--- src/rtl/dmem_arbiter_pkg.sv ---
// Shared types and defaults for the data-memory arbiter.
// Owner encoding is what the arbiter registers to route completions in the next cycle.
package dmem_pkg;

  localparam int ADDR_W_DEF       = 6;
  localparam int DATA_W_DEF       = 32;
  localparam int STARVE_LIMIT_DEF = 4;
  localparam int CPU_ADDR_W       = 32;

  typedef enum logic [1:0] {
    OWN_NONE = 2'd0,
    OWN_CPU  = 2'd1,
    OWN_EXT  = 2'd2
  } owner_e;

  // A limit of zero still needs a one-bit counter.
  function automatic int cnt_width(input int limit);
    return (limit < 1) ? 1 : $clog2(limit + 1);
  endfunction

endpackage

--- src/rtl/dmem_arbiter_if.sv ---
// CPU MEM-stage, external master and memory-side signals of the arbiter.
// slave = arbiter view, master = surrounding pipeline/DMA/memory view.
interface dmem_arbiter_if
  import dmem_pkg::*;
#(
  parameter int ADDR_W = ADDR_W_DEF,
  parameter int DATA_W = DATA_W_DEF
);

  logic                  cpu_req;
  logic                  cpu_we;
  logic [CPU_ADDR_W-1:0] cpu_addr;
  logic [DATA_W-1:0]     cpu_wdata;
  logic                  cpu_stall;
  logic                  cpu_rvalid;
  logic [DATA_W-1:0]     cpu_rdata;

  logic                  ext_req;
  logic                  ext_we;
  logic [ADDR_W-1:0]     ext_addr;
  logic [DATA_W-1:0]     ext_wdata;
  logic                  ext_ack;
  logic [DATA_W-1:0]     ext_rdata;

  logic                  mem_we;
  logic [ADDR_W-1:0]     mem_addr;
  logic [DATA_W-1:0]     mem_wdata;
  logic [DATA_W-1:0]     mem_rdata;

  modport slave (
    input  cpu_req, cpu_we, cpu_addr, cpu_wdata,
    output cpu_stall, cpu_rvalid, cpu_rdata,
    input  ext_req, ext_we, ext_addr, ext_wdata,
    output ext_ack, ext_rdata,
    output mem_we, mem_addr, mem_wdata,
    input  mem_rdata
  );

  modport master (
    output cpu_req, cpu_we, cpu_addr, cpu_wdata,
    input  cpu_stall, cpu_rvalid, cpu_rdata,
    output ext_req, ext_we, ext_addr, ext_wdata,
    input  ext_ack, ext_rdata,
    input  mem_we, mem_addr, mem_wdata,
    output mem_rdata
  );

endinterface

--- src/rtl/dmem_arbiter_starve_ctr.sv ---
// Saturating count of contested cycles the external port has lost.
// hold has precedence over clr, which has precedence over inc.
module starve_ctr
  import dmem_pkg::*;
#(
  parameter int LIMIT = STARVE_LIMIT_DEF
) (
  input  logic clock,
  input  logic resetn,
  input  logic inc,
  input  logic clr,
  input  logic hold,
  output logic sat
);

  localparam int W = cnt_width(LIMIT);

  logic [W-1:0] cnt_q, cnt_d;

  assign sat = (cnt_q == W'(LIMIT));

  always_comb begin
    cnt_d = cnt_q;
    if (hold) begin
      cnt_d = cnt_q;
    end else if (clr) begin
      cnt_d = '0;
    end else if (inc && !sat) begin
      cnt_d = cnt_q + W'(1);
    end
  end

  always_ff @(posedge clock or negedge resetn) begin
    if (!resetn) begin
      cnt_q <= '0;
    end else begin
      cnt_q <= cnt_d;
    end
  end

endmodule

--- src/rtl/dmem_arbiter.sv ---
// Single-port data memory arbiter: CPU by default, external port forced after STARVE_LIMIT losses.
// Grant and stall are same-cycle combinational; read data and ext_ack return one cycle later.
module dmem_arbiter
  import dmem_pkg::*;
#(
  parameter int ADDR_W       = ADDR_W_DEF,
  parameter int DATA_W       = DATA_W_DEF,
  parameter int STARVE_LIMIT = STARVE_LIMIT_DEF
) (
  input  logic          clock,
  input  logic          resetn,
  dmem_arbiter_if.slave bus
);

  owner_e            owner;
  owner_e            last_owner_q, last_owner_d;
  logic              last_we_q, last_we_d;
  logic              ext_pend_q, ext_pend_d;
  logic [DATA_W-1:0] ext_rdata_q, ext_rdata_d;

  logic              ext_elig;
  logic              ext_win;
  logic              cpu_win;
  logic              ext_ack_w;
  logic              starve_sat;
  logic              starve_inc;
  logic              starve_clr;
  logic [ADDR_W-1:0] cpu_word;
  logic              unused_cpu_addr;

  assign cpu_word        = bus.cpu_addr[ADDR_W+1:2];
  assign unused_cpu_addr = ^{bus.cpu_addr[CPU_ADDR_W-1:ADDR_W+2], bus.cpu_addr[1:0]};

  // No grants while reset is asserted, so a held request cannot write during reset.
  always_comb begin
    ext_elig = bus.ext_req && !ext_pend_q;
    ext_win  = 1'b0;
    cpu_win  = 1'b0;
    owner    = OWN_NONE;
    if (resetn) begin
      if (ext_elig && (!bus.cpu_req || starve_sat)) begin
        ext_win = 1'b1;
        owner   = OWN_EXT;
      end else if (bus.cpu_req) begin
        cpu_win = 1'b1;
        owner   = OWN_CPU;
      end
    end
  end

  always_comb begin
    bus.mem_we    = 1'b0;
    bus.mem_addr  = cpu_word;
    bus.mem_wdata = bus.cpu_wdata;
    case (owner)
      OWN_CPU: begin
        bus.mem_we    = bus.cpu_we;
        bus.mem_addr  = cpu_word;
        bus.mem_wdata = bus.cpu_wdata;
      end
      OWN_EXT: begin
        bus.mem_we    = bus.ext_we;
        bus.mem_addr  = bus.ext_addr;
        bus.mem_wdata = bus.ext_wdata;
      end
      default: begin
        bus.mem_we = 1'b0;
      end
    endcase
  end

  assign bus.cpu_stall = bus.cpu_req && (owner != OWN_CPU);

  // The ack cycle is exactly the cycle after an external grant, so ext_pend_q doubles as hold.
  assign starve_inc = bus.ext_req && ext_elig && cpu_win;
  assign starve_clr = ext_win || !bus.ext_req;

  starve_ctr #(
    .LIMIT (STARVE_LIMIT)
  ) u_starve_ctr (
    .clock  (clock),
    .resetn (resetn),
    .inc    (starve_inc),
    .clr    (starve_clr),
    .hold   (ext_pend_q),
    .sat    (starve_sat)
  );

  assign ext_ack_w = (last_owner_q == OWN_EXT);

  always_comb begin
    last_owner_d = owner;
    last_we_d    = bus.mem_we;
    ext_pend_d   = ext_win;
    ext_rdata_d  = ext_rdata_q;
    if (ext_ack_w) begin
      ext_rdata_d = bus.mem_rdata;
    end
  end

  always_ff @(posedge clock or negedge resetn) begin
    if (!resetn) begin
      last_owner_q <= OWN_NONE;
      last_we_q    <= 1'b0;
      ext_pend_q   <= 1'b0;
      ext_rdata_q  <= '0;
    end else begin
      last_owner_q <= last_owner_d;
      last_we_q    <= last_we_d;
      ext_pend_q   <= ext_pend_d;
      ext_rdata_q  <= ext_rdata_d;
    end
  end

  // Read data is passed straight through in the ack cycle and held afterwards.
  assign bus.ext_ack    = ext_ack_w;
  assign bus.ext_rdata  = ext_ack_w ? bus.mem_rdata : ext_rdata_q;
  assign bus.cpu_rvalid = (last_owner_q == OWN_CPU) && !last_we_q;
  assign bus.cpu_rdata  = bus.mem_rdata;

endmodule

--- src/flat_wrapper.sv ---
// flat-port wrapper written by rule: the top's interface ports become plain ports
module dmem_arbiter_flat import dmem_pkg::*;
#(
  parameter int ADDR_W       = ADDR_W_DEF,
  parameter int DATA_W       = DATA_W_DEF,
  parameter int STARVE_LIMIT = STARVE_LIMIT_DEF
)
  (clock, resetn, bus_cpu_req, bus_cpu_we, bus_cpu_addr, bus_cpu_wdata, bus_cpu_stall, bus_cpu_rvalid, bus_cpu_rdata, bus_ext_req, bus_ext_we, bus_ext_addr, bus_ext_wdata, bus_ext_ack, bus_ext_rdata, bus_mem_we, bus_mem_addr, bus_mem_wdata, bus_mem_rdata);
  dmem_arbiter_if #(.ADDR_W(ADDR_W), .DATA_W(DATA_W)) bus_i ();
  input  logic clock;
  input  logic resetn;
  input wire logic [$bits(bus_i.cpu_req)-1:0] bus_cpu_req;
  input wire logic [$bits(bus_i.cpu_we)-1:0] bus_cpu_we;
  input wire logic [$bits(bus_i.cpu_addr)-1:0] bus_cpu_addr;
  input wire logic [$bits(bus_i.cpu_wdata)-1:0] bus_cpu_wdata;
  output wire logic [$bits(bus_i.cpu_stall)-1:0] bus_cpu_stall;
  output wire logic [$bits(bus_i.cpu_rvalid)-1:0] bus_cpu_rvalid;
  output wire logic [$bits(bus_i.cpu_rdata)-1:0] bus_cpu_rdata;
  input wire logic [$bits(bus_i.ext_req)-1:0] bus_ext_req;
  input wire logic [$bits(bus_i.ext_we)-1:0] bus_ext_we;
  input wire logic [$bits(bus_i.ext_addr)-1:0] bus_ext_addr;
  input wire logic [$bits(bus_i.ext_wdata)-1:0] bus_ext_wdata;
  output wire logic [$bits(bus_i.ext_ack)-1:0] bus_ext_ack;
  output wire logic [$bits(bus_i.ext_rdata)-1:0] bus_ext_rdata;
  output wire logic [$bits(bus_i.mem_we)-1:0] bus_mem_we;
  output wire logic [$bits(bus_i.mem_addr)-1:0] bus_mem_addr;
  output wire logic [$bits(bus_i.mem_wdata)-1:0] bus_mem_wdata;
  input wire logic [$bits(bus_i.mem_rdata)-1:0] bus_mem_rdata;
  assign bus_i.cpu_req = bus_cpu_req;
  assign bus_i.cpu_we = bus_cpu_we;
  assign bus_i.cpu_addr = bus_cpu_addr;
  assign bus_i.cpu_wdata = bus_cpu_wdata;
  assign bus_cpu_stall = bus_i.cpu_stall;
  assign bus_cpu_rvalid = bus_i.cpu_rvalid;
  assign bus_cpu_rdata = bus_i.cpu_rdata;
  assign bus_i.ext_req = bus_ext_req;
  assign bus_i.ext_we = bus_ext_we;
  assign bus_i.ext_addr = bus_ext_addr;
  assign bus_i.ext_wdata = bus_ext_wdata;
  assign bus_ext_ack = bus_i.ext_ack;
  assign bus_ext_rdata = bus_i.ext_rdata;
  assign bus_mem_we = bus_i.mem_we;
  assign bus_mem_addr = bus_i.mem_addr;
  assign bus_mem_wdata = bus_i.mem_wdata;
  assign bus_i.mem_rdata = bus_mem_rdata;
  dmem_arbiter #(.ADDR_W(ADDR_W), .DATA_W(DATA_W), .STARVE_LIMIT(STARVE_LIMIT)) u_core (.clock(clock), .resetn(resetn), .bus(bus_i));
endmodule
--- config.mk ---
export PLATFORM = sky130hd
export DESIGN_NAME = dmem_arbiter_flat
export DESIGN_NICKNAME = d
export VERILOG_FILES = /design/src/rtl/dmem_arbiter_pkg.sv /design/src/rtl/dmem_arbiter_if.sv /design/src/rtl/dmem_arbiter_starve_ctr.sv /design/src/rtl/dmem_arbiter.sv /design/src/flat_wrapper.sv
export SDC_FILE = /design/constraint.sdc
export NUM_CORES = 1
export LEC_CHECK = 0
export CAP_MARGIN = 0
export CORE_ASPECT_RATIO = 0.5
export CORE_MARGIN = 2
export CORE_UTILIZATION = 32
export CTS_CLUSTER_SIZE = 30
export DETAILED_ROUTE_END_ITERATION = 7
export PLACE_DENSITY = 0.88
export SLEW_MARGIN = 15
export SYNTH_ARGS = -nofsm -noshare
export SYNTH_HDL_FRONTEND = slang
export SYNTH_SLANG_ARGS = --single-unit
--- constraint.sdc ---
create_clock -name clock -period 6.3 [get_ports clock]
set_input_delay 1.26 -clock clock [delete_from_list [all_inputs] [get_ports clock]]
set_output_delay 1.26 -clock clock [all_outputs]
set_load 0.02 [all_outputs]
== After elaboration in Yosys (flattened, before gate mapping) ==
Index checks and enable logic that the tools add are counted.
Word-level totals
  register bits: 39
  input bits: 140
  logic and storage cells: 43
Operators by class
  add/sub/neg operators: 1
  equality and inequality tests: 6
  multiplexer cells: 14
  bitwise operators: 1
  reductions and logical operators: 16
Operator list (number)
  $mux W32: 2
  $logic_and A1 B1 Y1: 7
  $mux W1: 6
  $mux W3: 2
  $mux W6: 1
  $logic_not A1 Y1: 5
  $eq A2 B1 Y1 const B: 2
  $eq A2 B2 Y1 const B: 2
  $mux W2: 2
  $add A3 B1 Y3 const B: 1
  $eq A3 B3 Y1 const B: 1
  $logic_or A1 B1 Y1: 2
  $ne A2 B1 Y1 const B: 1
  $pmux W1 S2: 1
  $reduce_and A2 Y1: 1
  $reduce_bool A2 Y1: 1
  $not A1 Y1: 1

== Longest topological paths before layout ==
Gate-level depths: netlist (run 1).
  depth in word-level cells: 9
  gate-level depth with buffers: 11
  mapped depth without buffers: 9

== By module ==
A second synthesis (run 1) with hierarchy kept.
Second synthesis, totals
  cell total of the unflattened synthesis: 182
  area total of the unflattened synthesis: 2429.8 um^2
Modules (own cells, without submodules)
  dmem_arbiter: instances 1, cells each 163, area each 2237.1 um^2
  starve_ctr: instances 1, cells each 19, area each 192.7 um^2

== Worst setup path after synthesis (run 1) ==
Ideal clock, no wire load.
  path type: input -> output
  from: input port bus_ext_req
  to: output port bus_mem_we
  arrival: 2521 ps
  data required time: 5040 ps
  setup slack: 2519 ps
  stages: 8
  buffers on the path: 2
  path through: nand4b_1 > and3_1 > inv_1 > ha_1 > buf_2 > buf_4 > a22oi_1 > nor2_1
On the way
  cells in the longest elaborated chain, start to end: 6
Ends and longest elaborated chain
  from (decl): RTL line flat_wrapper.sv:19  | input wire logic [$bits(bus_i.ext_req)-1:0] bus_ext_req;
  $logic_and A1 B1 Y1 *: RTL line dmem_arbiter.sv:36  | ext_elig = bus.ext_req && !ext_pend_q;
  $logic_and A1 B1 Y1 *: RTL line dmem_arbiter.sv:41  | if (ext_elig && (!bus.cpu_req || starve_sat)) begin
  $mux W2 *: RTL line dmem_arbiter.sv:41
  $mux W2 *: RTL line dmem_arbiter.sv:40  | if (resetn) begin
  via u_core.last_owner_d[0]: RTL line dmem_arbiter.sv:16  | owner_e last_owner_q, last_owner_d;
  $eq A2 B2 Y1 or $eq A2 B1 Y1 (tied branches): RTL line dmem_arbiter.sv:55  | case (owner)
  $pmux W1 S2 *: RTL line dmem_arbiter.sv:55
  to (decl): RTL line flat_wrapper.sv:25  | output wire logic [$bits(bus_i.mem_we)-1:0] bus_mem_we;
The timed path passes the listed nets; every way through them passes the cells marked *.

== Final worst setup path (run 1) ==
  from: input port bus_ext_req
  to: output port bus_mem_wdata[11]
On the way
  cells in the longest elaborated chain, start to end: 6
Ends and longest elaborated chain
  $logic_and A1 B1 Y1: RTL line dmem_arbiter.sv:36
  $logic_and A1 B1 Y1: RTL line dmem_arbiter.sv:41
  $mux W2: RTL line dmem_arbiter.sv:41
  $mux W2: RTL line dmem_arbiter.sv:40
  via u_core.last_owner_d[0]: RTL line dmem_arbiter.sv:16
  $eq A2 B2 Y1: RTL line dmem_arbiter.sv:55
  $mux W32: RTL line dmem_arbiter.sv:55
  to (decl): RTL line flat_wrapper.sv:27  | output wire logic [$bits(bus_i.mem_wdata)-1:0] bus_mem_wdata;
The timed path passes the listed nets, and every way through them passes these cells.

==> results of run 1 <==
[cells by family after synthesis]
family	Yosys count	share of synthesized area
simple gates	13	0.0354
mux	71	0.377
buf+inv	46	0.148
fa+ha+maj	4	0.0208
flops	38	0.396
compound gates	7	0.0224
[state kept, by name (all words and copies together), names as in the netlist]
register                   count
u_core.u_starve_ctr.cnt_q      3
u_core.ext_rdata_q            32
u_core.ext_pend_q              1
u_core.last_owner_q            1
u_core.last_we_q               1
[routing by layer]
layer | GRT usage | up-vias
li1 | - | 969
met2 | 0.359 | 79
met1 | 0.192 | 1015
met4 | 0.0398 | 0
met5 | 0 | -
met3 | 0.0464 | 12
[how the worst min path moves through the flow]
| stage | slack [ns] | startpoint | to |
|---|---|---|---|
| after floorplan | 0.51 | u_core.u_starve_ctr.cnt_q[1] | u_core.u_starve_ctr.cnt_q[1] |
| after global placement | 0.48 | u_core.ext_rdata_q[15] | u_core.ext_rdata_q[15] |
| after detailed placement | 0.48 | u_core.ext_rdata_q[31] | u_core.ext_rdata_q[31] |
| after CTS | 0.49 | u_core.ext_rdata_q[16] | u_core.ext_rdata_q[16] |
| after global routing | 0.51 | u_core.ext_rdata_q[16] | u_core.ext_rdata_q[16] |
| final | 0.49 | u_core.ext_rdata_q[16] | u_core.ext_rdata_q[16] |
[placed cells by master, fill, tap and decap left out]
cell                              instances
sky130_fd_sc_hd__clkdlybuf4s50_1        218
sky130_fd_sc_hd__mux2_2                  41
sky130_fd_sc_hd__dfrtp_1                 38
sky130_fd_sc_hd__mux2_4                  29
sky130_fd_sc_hd__inv_1                    6
sky130_fd_sc_hd__clkbuf_16                5
sky130_fd_sc_hd__ha_1                     4
sky130_fd_sc_hd__nand3_1                  3
sky130_fd_sc_hd__a22o_2                   3
sky130_fd_sc_hd__buf_4                    3
sky130_fd_sc_hd__nand2_1                  2
sky130_fd_sc_hd__nor3b_1                  2
sky130_fd_sc_hd__o21ai_0                  2
sky130_fd_sc_hd__nand4b_1                 1
sky130_fd_sc_hd__and3_1                   1
sky130_fd_sc_hd__and2b_2                  1
sky130_fd_sc_hd__nor2b_4                  1
sky130_fd_sc_hd__a22oi_1                  1
sky130_fd_sc_hd__nor2_1                   1
sky130_fd_sc_hd__nor2b_1                  1
sky130_fd_sc_hd__o22ai_1                  1
sky130_fd_sc_hd__mux2i_1                  1
sky130_fd_sc_hd__clkinv_2                 1
sky130_fd_sc_hd__clkinvlp_4               1
sky130_fd_sc_hd__clkbuf_8                 1
sky130_fd_sc_hd__buf_2                    1
[worst register-to-register path: cells and delay by family, from the launching register on]
kind	cells	cell delay, ns
AOI/OAI and AO/OA	1	0.17
adders and majority gates	2	0.34
buffers and inverters	3	0.57
DFF	1	0.40
and+or+nand+nor	3	0.51
[cell type report]
class,instances,area [um^2]
inverter,6,22.5
timing repair buffer,222,2210
fill,568,2740
tap,96,120
sequential,38,951
clock buffer,6,139
multi-input combinational,95,1100
clock inverter,2,12.5
[power by group through the flow]
stage               logic [W]  registers [W]  clock network [W]
floorplan            0.000239       0.000307                  0
global placement     0.000456       0.000310                  0
detailed placement   0.000466       0.000312                  0
CTS                  0.000469       0.000309           0.000257
global route         0.000486       0.000313           0.000268
finish               0.000464       0.000308           0.000251
[metrics by stage]
step / utilization / cell area (um^2) / setup slack (ns)
floorplan: - / 2400 / 2.52
global placement: 0.603 / 4400 / 1.37
detailed placement: 0.603 / 4400 / 1.25
CTS: 0.624 / 4550 / 1.26
global route: 0.624 / 4550 / 1.13
finish: 0.624 / 4550 / 1.27
==> impl_results.html, run 1 <==
<table>
<tr><th>Metric</th><th>Value</th></tr>
<tr><th colspan="2">Worst setup path</th></tr>
<tr><td>Sort of element at the end of the critical path</td><td>primary output</td></tr>
<tr><td>Worst setup path end</td><td>bus_mem_wdata[11]</td></tr>
<tr><td>Worst reg-to-reg setup slack</td><td>~4.3 ns</td></tr>
<tr><td>Cell count along the critical path</td><td>8</td></tr>
<tr><td>Critical Path Source</td><td>bus_ext_req</td></tr>
<tr><td>Bufs and invs on worst path</td><td>4</td></tr>
<tr><td>Gate family responsible for the most delay along the worst path</td><td>buffers and inverters</td></tr>
<tr><td>Startpoint kind of the worst setup timing path</td><td>input pin</td></tr>
<tr><td>Worst reg2reg endpoint</td><td>u_core.last_we_q</td></tr>
<tr><td>Worst reg-to-reg path cell count</td><td>9</td></tr>
<tr><td>Crit path required time</td><td>between 5 and 6 ns</td></tr>
<tr><td>Critical path peak fanout</td><td>39</td></tr>
<tr><td>Crit path cell chain</td><td>clkdlybuf4s50_1, nand4b_1, and3_1, inv_1, ha_1, buf_4, mux2_2, clkdlybuf4s50_1</td></tr>
<tr><td>Critical-path cell with the highest stage delay</td><td>sky130_fd_sc_hd__clkdlybuf4s50_1</td></tr>
<tr><td>Critical path arrival</td><td>between 3 and 4 ns</td></tr>
<tr><td>Critical path class</td><td>in2out</td></tr>
<tr><td>Critical path's largest stage delay</td><td>around 0.57 ns</td></tr>
<tr><td>Reg2reg start</td><td>u_core.u_starve_ctr.cnt_q[0]</td></tr>
<tr><td>Most prevalent standard cell on the critical path</td><td>sky130_fd_sc_hd__clkdlybuf4s50_1</td></tr>
<tr><th colspan="2">Cells and area</th></tr>
<tr><td>Non-filler cells, final</td><td>about 470</td></tr>
<tr><td>Layout cell share with drive strength beyond 1</td><td>0.236</td></tr>
<tr><td>Net count of the finished layout</td><td>512</td></tr>
<tr><td>Antenna fix cells</td><td>0</td></tr>
<tr><td>Area Growth Syn to Fin</td><td>89.3%</td></tr>
<tr><th colspan="2">Clock tree</th></tr>
<tr><td>Number of buffers on the longest clock path</td><td>2</td></tr>
<tr><td>Clk pin slew, worst setup/hold paths</td><td>approximately 0.05 ns</td></tr>
<tr><td>Num Clock Sinks</td><td>38</td></tr>
<tr><td>Number of buffers inserted during clock tree synthesis</td><td>5</td></tr>
<tr><td>H-tree Lvls</td><td>2</td></tr>
<tr><td>Post-cts sizing count</td><td>0</td></tr>
<tr><td>Buffers inserted during post-CTS setup optimization</td><td>0</td></tr>
<tr><td>Buffer cell driving the clock tree root</td><td>sky130_fd_sc_hd__clkbuf_16</td></tr>
<tr><td>Number of hold buffers added after CTS</td><td>0</td></tr>
<tr><td>TritonCTS clock tree</td><td>done</td></tr>
<tr><td>Clk Latency, worst-skew pair</td><td>about 0.27 ns</td></tr>
<tr><th colspan="2">Timing</th></tr>
<tr><td>Final Cycle Share</td><td>0.798</td></tr>
<tr><td>Worst slack on hold paths</td><td>just under 0.5 ns</td></tr>
<tr><td>Number of pins with negative max-slew slack in the final report</td><td>0</td></tr>
<tr><td>Fin Clk Skew</td><td>between 0.003 and 0.004 ns</td></tr>
<tr><td>Minimum clock period</td><td>~5 ns</td></tr>
<tr><td>Slew at the pin closest to its max-slew limit</td><td>0.474 ns</td></tr>
<tr><td>Final setup violation count</td><td>0</td></tr>
<tr><td>Highest Clock Rate</td><td>199 MHz</td></tr>
<tr><td>Unrepaired setup endpoints after global routing</td><td>false</td></tr>
<tr><td>Sum of negative setup slack</td><td>0 ns</td></tr>
<tr><td>Slew Limit Headroom</td><td>0.684</td></tr>
<tr><td>Count of final hold-check violations</td><td>0</td></tr>
<tr><th colspan="2">Route</th></tr>
<tr><td>Number of vias per cell after detailed routing</td><td>4.46</td></tr>
<tr><td>Routed length on met3</td><td>between 400 and 500 um</td></tr>
<tr><td>Routed Antenna Nets</td><td>0</td></tr>
<tr><td>Number of design-rule violations left by the first detailed-router iteration</td><td>52</td></tr>
<tr><td>Sum of met2 wire segment lengths after detailed routing</td><td>around 4.4 mm</td></tr>
<tr><td>Routed via count</td><td>about 2100</td></tr>
<tr><td>Average wire per standard cell</td><td>between 15 and 20 um</td></tr>
<tr><td>Total iterations of the first detailed-routing run</td><td>4</td></tr>
<tr><td>Total routed wirelength</td><td>around 7.8 mm</td></tr>
<tr><td>Uppermost routed layer</td><td>met4</td></tr>
<tr><td>WL met1</td><td>roughly 2.8 mm</td></tr>
<tr><td>DRC Markers</td><td>0</td></tr>
<tr><th colspan="2">Logic synthesis</th></tr>
<tr><td>Total of flip-flops plus latches after synthesis</td><td>38</td></tr>
<tr><td>Mean cell area of the mapped netlist</td><td>13.4 um^2</td></tr>
<tr><td>Count of synthesis-stage warnings from yosys</td><td>0</td></tr>
<tr><td>Synth Instances</td><td>roughly 180</td></tr>
<tr><td>Synth top area share</td><td>0.396</td></tr>
<tr><td>Cell with the most instances after synthesis</td><td>sky130_fd_sc_hd__mux2_2</td></tr>
<tr><td>Top flip-flop cell by instance count after synthesis</td><td>sky130_fd_sc_hd__dfrtp_1</td></tr>
<tr><td>Sequential area share after synthesis</td><td>0.396</td></tr>
<tr><td>Share of flip-flops with an asynchronous set or reset after synthesis</td><td>1.00</td></tr>
<tr><td>Largest area contributor in the netlist</td><td>sky130_fd_sc_hd__dfrtp_1</td></tr>
<tr><td>Count of unique library cells instantiated by Yosys</td><td>23</td></tr>
<tr><td>Top cell types by occurrence after synthesis</td><td>41 x sky130_fd_sc_hd__mux2_2, 38 x sky130_fd_sc_hd__dfrtp_1, 33 x sky130_fd_sc_hd__buf_4</td></tr>
<tr><td>Top cells by area in the synthesized netlist</td><td>sky130_fd_sc_hd__dfrtp_1 40%, sky130_fd_sc_hd__mux2_2 19%, sky130_fd_sc_hd__mux2_4 18%</td></tr>
<tr><td>Number of enable flip-flop cells after synthesis</td><td>0</td></tr>
<tr><td>Net Count, Synth</td><td>323</td></tr>
<tr><td>Cell area after synthesis</td><td>2400 um^2</td></tr>
<tr><th colspan="2">Pwr</th></tr>
<tr><td>Sequential share of power</td><td>0.302</td></tr>
<tr><td>VDD IR max</td><td>99.5 uV</td></tr>
<tr><td>Power per unit of standard cell area</td><td>roughly 220 nW/um^2</td></tr>
<tr><td>Clock share of power</td><td>0.245</td></tr>
<tr><td>Power share of the combinational group</td><td>0.453</td></tr>
<tr><td>Switching part of the total</td><td>0.299</td></tr>
<tr><td>Power Total</td><td>0.00102 W</td></tr>
<tr><td>Static leakage power</td><td>1.86 nW</td></tr>
<tr><td>Switching power</td><td>between 0.0003 and 0.0004 W</td></tr>
<tr><td>Int Power</td><td>0.000717 W</td></tr>
<tr><th colspan="2">Floorplanning</th></tr>
<tr><td>Number of ports placed on the die boundary</td><td>around 250</td></tr>
<tr><td>Total core area</td><td>approximately 7300 um^2</td></tr>
<tr><td>Initial core utilization</td><td>0.330</td></tr>
<tr><td>Die height</td><td>about 65 um</td></tr>
<tr><td>Die Span X</td><td>127 um</td></tr>
<tr><td>Floorplan die area</td><td>about 8300 um^2</td></tr>
<tr><td>Num rows</td><td>22</td></tr>
<tr><th colspan="2">Global route</th></tr>
<tr><td>All-Layer GR Usage</td><td>0.179</td></tr>
<tr><td>Pin count of the biggest net entering global routing</td><td>40</td></tr>
<tr><td>Via count of the first global-routing pass</td><td>about 2200</td></tr>
<tr><td>Antenna violations before repair</td><td>0</td></tr>
<tr><td>Wire length of the first global-routing pass</td><td>around 12 mm</td></tr>
<tr><td>Overall overflow remaining after global route</td><td>0</td></tr>
<tr><th colspan="2">Place</th></tr>
<tr><td>Final RePlAce weighted congestion</td><td>~0.8</td></tr>
<tr><td>Placed cell count</td><td>457</td></tr>
<tr><td>Half-perimeter wire length after detailed placement</td><td>about 6.5 mm</td></tr>
<tr><td>Number of port buffers</td><td>219</td></tr>
<tr><th colspan="2">Hold path</th></tr>
<tr><td>Hold Crit Depth</td><td>1</td></tr>
<tr><td>Path class of the lowest-slack min-delay path</td><td>reg2reg</td></tr>
<tr><th colspan="2">Outcome</th></tr>
<tr><td>Run status</td><td>completed</td></tr>
<tr><th colspan="2">Job</th></tr>
<tr><td>Max capacitance violation total</td><td>0</td></tr>
</table>
No activity file was read; power rests on OpenSTA's default activity.
==> run 2: changes to the inputs <==
Settings changed: CORE_UTILIZATION 32 to 29, PLACE_DENSITY 0.88 to 0.81.
Clock period 6.3 ns to 5.3 ns, I/O delays scaled along.
==> run 2 against run 1 <==
Clock skew down 0.0014 ns. Cell count rose by 3.2%. Hold slack got worse by 0.0023 ns. Largest power group unchanged. Global-route usage down 4.1 points. Setup slack got worse by 0.43 ns.
==> impl_results.html, run 2 (synthesized netlist as in run 1, its figures left out) <==
<table>
<tr><th>Metric</th><th>Value</th></tr>
<tr><th colspan="2">Route</th></tr>
<tr><td>Routed Antenna Nets</td><td>0</td></tr>
<tr><td>Number of vias per cell after detailed routing</td><td>between 4 and 5</td></tr>
<tr><td>Number of design-rule violations left by the first detailed-router iteration</td><td>69</td></tr>
<tr><td>DRC Markers</td><td>0</td></tr>
<tr><td>Average wire per standard cell</td><td>approximately 14 um</td></tr>
<tr><td>Total iterations of the first detailed-routing run</td><td>4</td></tr>
<tr><td>Routed via count</td><td>1997</td></tr>
<tr><td>Total routed wirelength</td><td>6.75 mm</td></tr>
<tr><th colspan="2">Worst setup path</th></tr>
<tr><td>Worst reg-to-reg path cell count</td><td>3</td></tr>
<tr><td>Critical path class</td><td>in2out</td></tr>
<tr><td>Reg2reg start</td><td>u_core.ext_pend_q</td></tr>
<tr><td>Cell count along the critical path</td><td>9</td></tr>
<tr><td>Gate family responsible for the most delay along the worst path</td><td>buffers and inverters</td></tr>
<tr><td>Most prevalent standard cell on the critical path</td><td>sky130_fd_sc_hd__clkdlybuf4s50_1</td></tr>
<tr><td>Critical Path Source</td><td>bus_ext_req</td></tr>
<tr><td>Worst reg2reg endpoint</td><td>u_core.ext_rdata_q[27]</td></tr>
<tr><td>Critical path's largest stage delay</td><td>0.65 ns</td></tr>
<tr><td>Worst reg-to-reg setup slack</td><td>3.28 ns</td></tr>
<tr><td>Critical-path cell with the highest stage delay</td><td>sky130_fd_sc_hd__clkdlybuf4s50_1</td></tr>
<tr><td>Startpoint kind of the worst setup timing path</td><td>input pin</td></tr>
<tr><td>Crit path cell chain</td><td>clkdlybuf4s50_1, nand4b_1, and3_1, inv_1, ha_1, buf_4, a22oi_1, nor2_1, clkdlybuf4s50_1</td></tr>
<tr><td>Worst setup path end</td><td>bus_mem_we</td></tr>
<tr><td>Critical path arrival</td><td>3.40 ns</td></tr>
<tr><td>Critical path peak fanout</td><td>21</td></tr>
<tr><td>Sort of element at the end of the critical path</td><td>primary output</td></tr>
<tr><td>Crit path required time</td><td>between 4 and 5 ns</td></tr>
<tr><td>Bufs and invs on worst path</td><td>4</td></tr>
<tr><th colspan="2">Global route</th></tr>
<tr><td>Antenna violations before repair</td><td>0</td></tr>
<tr><td>Pin count of the biggest net entering global routing</td><td>30</td></tr>
<tr><td>Overall overflow remaining after global route</td><td>0</td></tr>
<tr><td>Wire length of the first global-routing pass</td><td>9.92 mm</td></tr>
<tr><td>Via count of the first global-routing pass</td><td>~2000</td></tr>
<tr><td>All-Layer GR Usage</td><td>0.139</td></tr>
<tr><th colspan="2">Hold path</th></tr>
<tr><td>Hold path start</td><td>u_core.ext_rdata_q[29]</td></tr>
<tr><td>Path class of the lowest-slack min-delay path</td><td>reg2reg</td></tr>
<tr><th colspan="2">Timing</th></tr>
<tr><td>Least setup slack across all paths after layout</td><td>0.840 ns</td></tr>
<tr><td>Final setup violation count</td><td>0</td></tr>
<tr><td>Fin Clk Skew</td><td>0.00229 ns</td></tr>
<tr><td>Number of pins with negative max-slew slack in the final report</td><td>0</td></tr>
<tr><td>Final Cycle Share</td><td>0.842</td></tr>
<tr><td>Sum of negative setup slack</td><td>0 ns</td></tr>
<tr><td>Worst slack on hold paths</td><td>around 0.49 ns</td></tr>
<tr><td>Highest Clock Rate</td><td>roughly 220 MHz</td></tr>
<tr><td>Minimum clock period</td><td>between 4 and 5 ns</td></tr>
<tr><td>Slew at the pin closest to its max-slew limit</td><td>0.742 ns</td></tr>
<tr><td>Slew Limit Headroom</td><td>0.504</td></tr>
<tr><td>Count of final hold-check violations</td><td>0</td></tr>
<tr><td>Unrepaired setup endpoints after global routing</td><td>false</td></tr>
<tr><th colspan="2">Cells and area</th></tr>
<tr><td>Most frequent cells in the layout</td><td>218 x sky130_fd_sc_hd__clkdlybuf4s50_1, 41 x sky130_fd_sc_hd__mux2_2, 38 x sky130_fd_sc_hd__dfrtp_1, 29 x sky130_fd_sc_hd__mux2_4, 6 x sky130_fd_sc_hd__inv_1</td></tr>
<tr><td>Area Growth Syn to Fin</td><td>90.0%</td></tr>
<tr><td>Layout cell share with drive strength beyond 1</td><td>0.234</td></tr>
<tr><td>Antenna fix cells</td><td>0</td></tr>
<tr><td>Number of flip-flops under the largest register name</td><td>32</td></tr>
<tr><td>Most flop-heavy register</td><td>u_core.ext_rdata_q</td></tr>
<tr><td>Net count of the finished layout</td><td>513</td></tr>
<tr><td>Largest registers</td><td>u_core.ext_rdata_q x32, u_core.u_starve_ctr.cnt_q x3</td></tr>
<tr><td>Most common cell after layout, fill and taps aside</td><td>sky130_fd_sc_hd__clkdlybuf4s50_1</td></tr>
<tr><th colspan="2">Clock tree</th></tr>
<tr><td>Buffer cell driving the clock tree root</td><td>sky130_fd_sc_hd__clkbuf_16</td></tr>
<tr><td>Num Clock Sinks</td><td>38</td></tr>
<tr><td>Number of buffers inserted during clock tree synthesis</td><td>5</td></tr>
<tr><td>TritonCTS clock tree</td><td>done</td></tr>
<tr><td>Post-cts sizing count</td><td>0</td></tr>
<tr><td>Clk Latency, worst-skew pair</td><td>roughly 0.27 ns</td></tr>
<tr><td>Clk pin slew, worst setup/hold paths</td><td>around 0.05 ns</td></tr>
<tr><td>H-tree Lvls</td><td>2</td></tr>
<tr><td>Buffers inserted during post-CTS setup optimization</td><td>0</td></tr>
<tr><td>Number of buffers on the longest clock path</td><td>2</td></tr>
<tr><td>Number of hold buffers added after CTS</td><td>0</td></tr>
<tr><th colspan="2">Floorplanning</th></tr>
<tr><td>Die height</td><td>between 60 and 70 um</td></tr>
<tr><td>Floorplan die area</td><td>9080 um^2</td></tr>
<tr><td>Num rows</td><td>23</td></tr>
<tr><td>Total core area</td><td>8030 um^2</td></tr>
<tr><td>Initial core utilization</td><td>0.299</td></tr>
<tr><td>Number of ports placed on the die boundary</td><td>246</td></tr>
<tr><td>Die Span X</td><td>~130 um</td></tr>
<tr><th colspan="2">Pwr</th></tr>
<tr><td>VDD IR max</td><td>roughly 130 uV</td></tr>
<tr><td>Static leakage power</td><td>roughly 1.9 nW</td></tr>
<tr><td>Power per unit of standard cell area</td><td>between 200 and 300 nW/um^2</td></tr>
<tr><th colspan="2">Place</th></tr>
<tr><td>Number of port buffers</td><td>between 200 and 250</td></tr>
<tr><td>Final RePlAce weighted congestion</td><td>about 0.75</td></tr>
<tr><td>Half-perimeter wire length after detailed placement</td><td>roughly 5.5 mm</td></tr>
<tr><td>Worst-case setup slack after placement</td><td>between 0.8 and 0.9 ns</td></tr>
<tr><th colspan="2">Job</th></tr>
<tr><td>Max capacitance violation total</td><td>0</td></tr>
<tr><th colspan="2">Outcome</th></tr>
<tr><td>Run status</td><td>completed</td></tr>
</table>
run 2: layout make-up:
| class | instances | area (um^2) |
|---|---|---|
| Tap cell | 112 | 140 |
| Fill cell | 669 | 3460 |
| Sequential cell | 38 | 951 |
| Multi-Input combinational cell | 95 | 1100 |
| Timing Repair Buffer | 223 | 2220 |
| Inverter | 6 | 22.5 |
| Clock buffer | 6 | 139 |
run 2: worst min-delay path by stage:
stage	slack (ns)	cells after the start	endpoint
6_report	0.49	1	u_core.ext_rdata_q[29]
5_1_grt	0.50	1	u_core.ext_rdata_q[17]
4_1_cts	0.49	1	u_core.ext_rdata_q[12]
3_5_place_dp	0.48	1	u_core.ext_rdata_q[13]
3_3_place_gp	0.47	1	u_core.ext_rdata_q[12]
2_1_floorplan	0.51	1	u_core.u_starve_ctr.cnt_q[1]
run 2: through the flow:
stage,area (um^2),std cells,total power [W],utilization
floorplan,2400,179,0.000648,-
global route,4570,480,0.00125,0.569
CTS,4570,480,0.00121,0.569
detailed placement,4430,474,0.000918,0.551
global placement,4430,474,0.000912,0.551
finish,4570,480,0.00119,0.569
run 2: power breakdown:
part           total (W)  switching (W)  leakage, nW  internal [W]
registers       0.000365      0.0000169        0.462      0.000348
clock network   0.000282       0.000100       0.0688      0.000181
logic           0.000545       0.000226         1.33      0.000318
total            0.00119       0.000344         1.86      0.000848
run 2: metal layers:
metal  routed length (um)  vias to the layer above  GRT usage
li1                     -                      975          -
met4                   68                        0     0.0470
met2                 3660                       82      0.245
met1                 2640                      931      0.171
met5                    0                        -          0
met3                  371                        9     0.0326
==> run 3: changes to the inputs <==
Settings changed: CORE_UTILIZATION 29 to 27, PLACE_DENSITY 0.81 to 0.79.
Clock period 5.3 ns to 4.05 ns, I/O delays scaled along.
==> run 3 against run 2 <==
Critical path depth is 1 lower. Combinational power is 32% higher. Die area is 7.1% higher. Non-clock buffer count is 1 higher. Utilization is 3.5 points lower. Cell area is 1.5% higher. Clock skew is 0.0014 ns higher. Critical endpoint is now bus_mem_wdata[16]. Count of clock-buffer cells in the layout is 1 lower. Clock power is 53% higher. Wire length is 9.8% higher. Critical path type unchanged. Cell count is 1.7% higher. Register-to-register slack worse by 0.90 ns.
==> impl_results.html, run 3 (synthesized netlist as in run 1, its figures left out) <==
<table>
<tr><th>Metric</th><th>Value</th></tr>
<tr><th colspan="2">Outcome</th></tr>
<tr><td>Run status</td><td>completed</td></tr>
<tr><th colspan="2">Route</th></tr>
<tr><td>Total routed wirelength</td><td>around 7.4 mm</td></tr>
<tr><td>Average wire per standard cell</td><td>~15 um</td></tr>
<tr><td>DRC Markers</td><td>0</td></tr>
<tr><td>Routed Antenna Nets</td><td>0</td></tr>
<tr><td>Total iterations of the first detailed-routing run</td><td>4</td></tr>
<tr><td>Number of design-rule violations left by the first detailed-router iteration</td><td>53</td></tr>
<tr><td>Number of vias per cell after detailed routing</td><td>approximately 4.1</td></tr>
<tr><td>Routed via count</td><td>2025</td></tr>
<tr><th colspan="2">Floorplanning</th></tr>
<tr><td>Number of ports placed on the die boundary</td><td>roughly 250</td></tr>
<tr><td>Total core area</td><td>around 8700 um^2</td></tr>
<tr><td>Initial core utilization</td><td>0.277</td></tr>
<tr><td>Floorplan die area</td><td>a little under 10000 um^2</td></tr>
<tr><td>Die height</td><td>approximately 71 um</td></tr>
<tr><td>Num rows</td><td>24</td></tr>
<tr><td>Die Span X</td><td>between 100 and 150 um</td></tr>
<tr><th colspan="2">Clock tree</th></tr>
<tr><td>Post-cts sizing count</td><td>0</td></tr>
<tr><td>Number of hold buffers added after CTS</td><td>0</td></tr>
<tr><td>Buffer cell driving the clock tree root</td><td>sky130_fd_sc_hd__clkbuf_16</td></tr>
<tr><td>Buffers inserted during post-CTS setup optimization</td><td>0</td></tr>
<tr><td>Number of buffers inserted during clock tree synthesis</td><td>5</td></tr>
<tr><td>Number of buffers on the longest clock path</td><td>2</td></tr>
<tr><td>Clk pin slew, worst setup/hold paths</td><td>around 0.05 ns</td></tr>
<tr><td>H-tree Lvls</td><td>2</td></tr>
<tr><td>Num Clock Sinks</td><td>38</td></tr>
<tr><td>Clk Latency, worst-skew pair</td><td>about 0.28 ns</td></tr>
<tr><td>TritonCTS clock tree</td><td>done</td></tr>
<tr><th colspan="2">Global route</th></tr>
<tr><td>Via count of the first global-routing pass</td><td>2189</td></tr>
<tr><td>Wire length of the first global-routing pass</td><td>around 11 mm</td></tr>
<tr><td>Antenna violations before repair</td><td>0</td></tr>
<tr><td>Overall overflow remaining after global route</td><td>0</td></tr>
<tr><td>Pin count of the biggest net entering global routing</td><td>42</td></tr>
<tr><td>All-Layer GR Usage</td><td>0.148</td></tr>
<tr><th colspan="2">Place</th></tr>
<tr><td>Final RePlAce weighted congestion</td><td>about 0.73</td></tr>
<tr><td>Number of port buffers</td><td>about 220</td></tr>
<tr><td>Placed cell count</td><td>480</td></tr>
<tr><td>Half-perimeter wire length after detailed placement</td><td>between 5 and 6 mm</td></tr>
<tr><th colspan="2">Worst setup path</th></tr>
<tr><td>Worst reg-to-reg setup slack</td><td>between 2 and 2.5 ns</td></tr>
<tr><td>Reg2reg start</td><td>u_core.u_starve_ctr.cnt_q[0]</td></tr>
<tr><td>Critical path arrival</td><td>between 3 and 4 ns</td></tr>
<tr><td>Critical path class</td><td>in2out</td></tr>
<tr><td>Crit path required time</td><td>around 3.2 ns</td></tr>
<tr><td>Critical Path Source</td><td>bus_ext_req</td></tr>
<tr><td>Critical path peak fanout</td><td>11</td></tr>
<tr><td>Startpoint kind of the worst setup timing path</td><td>input pin</td></tr>
<tr><td>Sort of element at the end of the critical path</td><td>primary output</td></tr>
<tr><th colspan="2">Timing</th></tr>
<tr><td>Count of final hold-check violations</td><td>0</td></tr>
<tr><td>Highest Clock Rate</td><td>260 MHz</td></tr>
<tr><td>Slew Limit Headroom</td><td>0.671</td></tr>
<tr><td>Final setup violation count</td><td>0</td></tr>
<tr><td>Minimum clock period</td><td>~3.8 ns</td></tr>
<tr><td>Slew at the pin closest to its max-slew limit</td><td>0.494 ns</td></tr>
<tr><td>Final Cycle Share</td><td>0.948</td></tr>
<tr><td>Number of pins with negative max-slew slack in the final report</td><td>0</td></tr>
<tr><td>Unrepaired setup endpoints after global routing</td><td>false</td></tr>
<tr><td>Fin Clk Skew</td><td>around 0.0037 ns</td></tr>
<tr><td>Sum of negative setup slack</td><td>0 ns</td></tr>
<tr><th colspan="2">Pwr</th></tr>
<tr><td>Power per unit of standard cell area</td><td>roughly 350 nW/um^2</td></tr>
<tr><td>Static leakage power</td><td>around 1.9 nW</td></tr>
<tr><td>VDD IR max</td><td>~180 uV</td></tr>
<tr><th colspan="2">Cells and area</th></tr>
<tr><td>Largest registers</td><td>u_core.ext_rdata_q x32, u_core.u_starve_ctr.cnt_q x3</td></tr>
<tr><td>Most frequent cells in the layout</td><td>218 x sky130_fd_sc_hd__clkdlybuf4s50_1, 41 x sky130_fd_sc_hd__mux2_2, 38 x sky130_fd_sc_hd__dfrtp_1, 29 x sky130_fd_sc_hd__mux2_4, 6 x sky130_fd_sc_hd__inv_1</td></tr>
<tr><td>Most flop-heavy register</td><td>u_core.ext_rdata_q</td></tr>
<tr><td>Non-filler cells, final</td><td>around 490</td></tr>
<tr><td>Layout cell share with drive strength beyond 1</td><td>0.243</td></tr>
<tr><td>Most common cell after layout, fill and taps aside</td><td>sky130_fd_sc_hd__clkdlybuf4s50_1</td></tr>
<tr><td>Fill cell count</td><td>about 750</td></tr>
<tr><td>Area Growth Syn to Fin</td><td>92.8%</td></tr>
<tr><td>Number of flip-flops under the largest register name</td><td>32</td></tr>
<tr><td>Net count of the finished layout</td><td>just over 500</td></tr>
<tr><td>Antenna fix cells</td><td>0</td></tr>
<tr><th colspan="2">Hold path</th></tr>
<tr><td>Hold path start</td><td>u_core.ext_rdata_q[4]</td></tr>
<tr><td>Path class of the lowest-slack min-delay path</td><td>reg2reg</td></tr>
<tr><th colspan="2">Job</th></tr>
<tr><td>Max capacitance violation total</td><td>0</td></tr>
</table>
-- run 3: worst paths after layout --
| check | endpoint | cells past startpoint |
|---|---|---|
| max | bus_mem_wdata[16] | 8 |
| min | u_core.ext_rdata_q[4] | 1 |
| max reg2reg | u_core.last_we_q | 8 |
| min reg2reg | u_core.ext_rdata_q[4] | 1 |
| max in group asynchronous | u_core.ext_rdata_q[20] | 2 |
| min in group asynchronous | u_core.ext_rdata_q[11] | 2 |
-- run 3: routing by layer --
metal | wire (um) | track usage | vias up
met5 | 0 | 0 | -
met4 | 41 | 0.0344 | 0
met3 | 351 | 0.0265 | 5
met2 | 4130 | 0.283 | 66
met1 | 2880 | 0.171 | 980
li1 | - | - | 974
-- run 3: power breakdown --
part	leakage, nW	switching [W]	internal, W	total [W]
clock network	0.0836	0.000144	0.000288	0.000432
registers	0.462	0.0000227	0.000455	0.000478
logic	1.34	0.000298	0.000419	0.000718
total	1.89	0.000465	0.00116	0.00163
-- run 3: cell type report --
cell class	instances	area, um^2	share of cell area
clock buffer	5	125	0.0270
clock inverter	3	40.0	0.00864
inverter	6	22.5	0.00486
multi-input combinational	95	1100	0.237
sequential	38	951	0.205
tap	117	146	0.0316
timing repair buffer	224	2250	0.486
-- run 3: per-stage QoR --
stage	area (um^2)	hold slack, ns	setup slack, ns	util	power [W]
2_1_floorplan	2400	0.510	1.17	-	0.000848
3_3_place_gp	4470	0.475	0.226	0.515	0.00120
3_5_place_dp	4470	0.478	0.226	0.515	0.00121
4_1_cts	4630	0.492	0.190	0.534	0.00165
5_1_grt	4630	0.501	0.108	0.534	0.00170
6_report	4630	0.488	0.211	0.534	0.00163
-- run 3: worst max-delay path, cell delays in order --
cell	delay, ns
sky130_fd_sc_hd__clkdlybuf4s50_1	0.49
sky130_fd_sc_hd__nand4b_1	0.09
sky130_fd_sc_hd__and3_1	0.22
sky130_fd_sc_hd__inv_1	0.06
sky130_fd_sc_hd__ha_2	0.23
sky130_fd_sc_hd__buf_4	0.22
sky130_fd_sc_hd__mux2_2	0.36
sky130_fd_sc_hd__clkdlybuf4s50_1	0.55
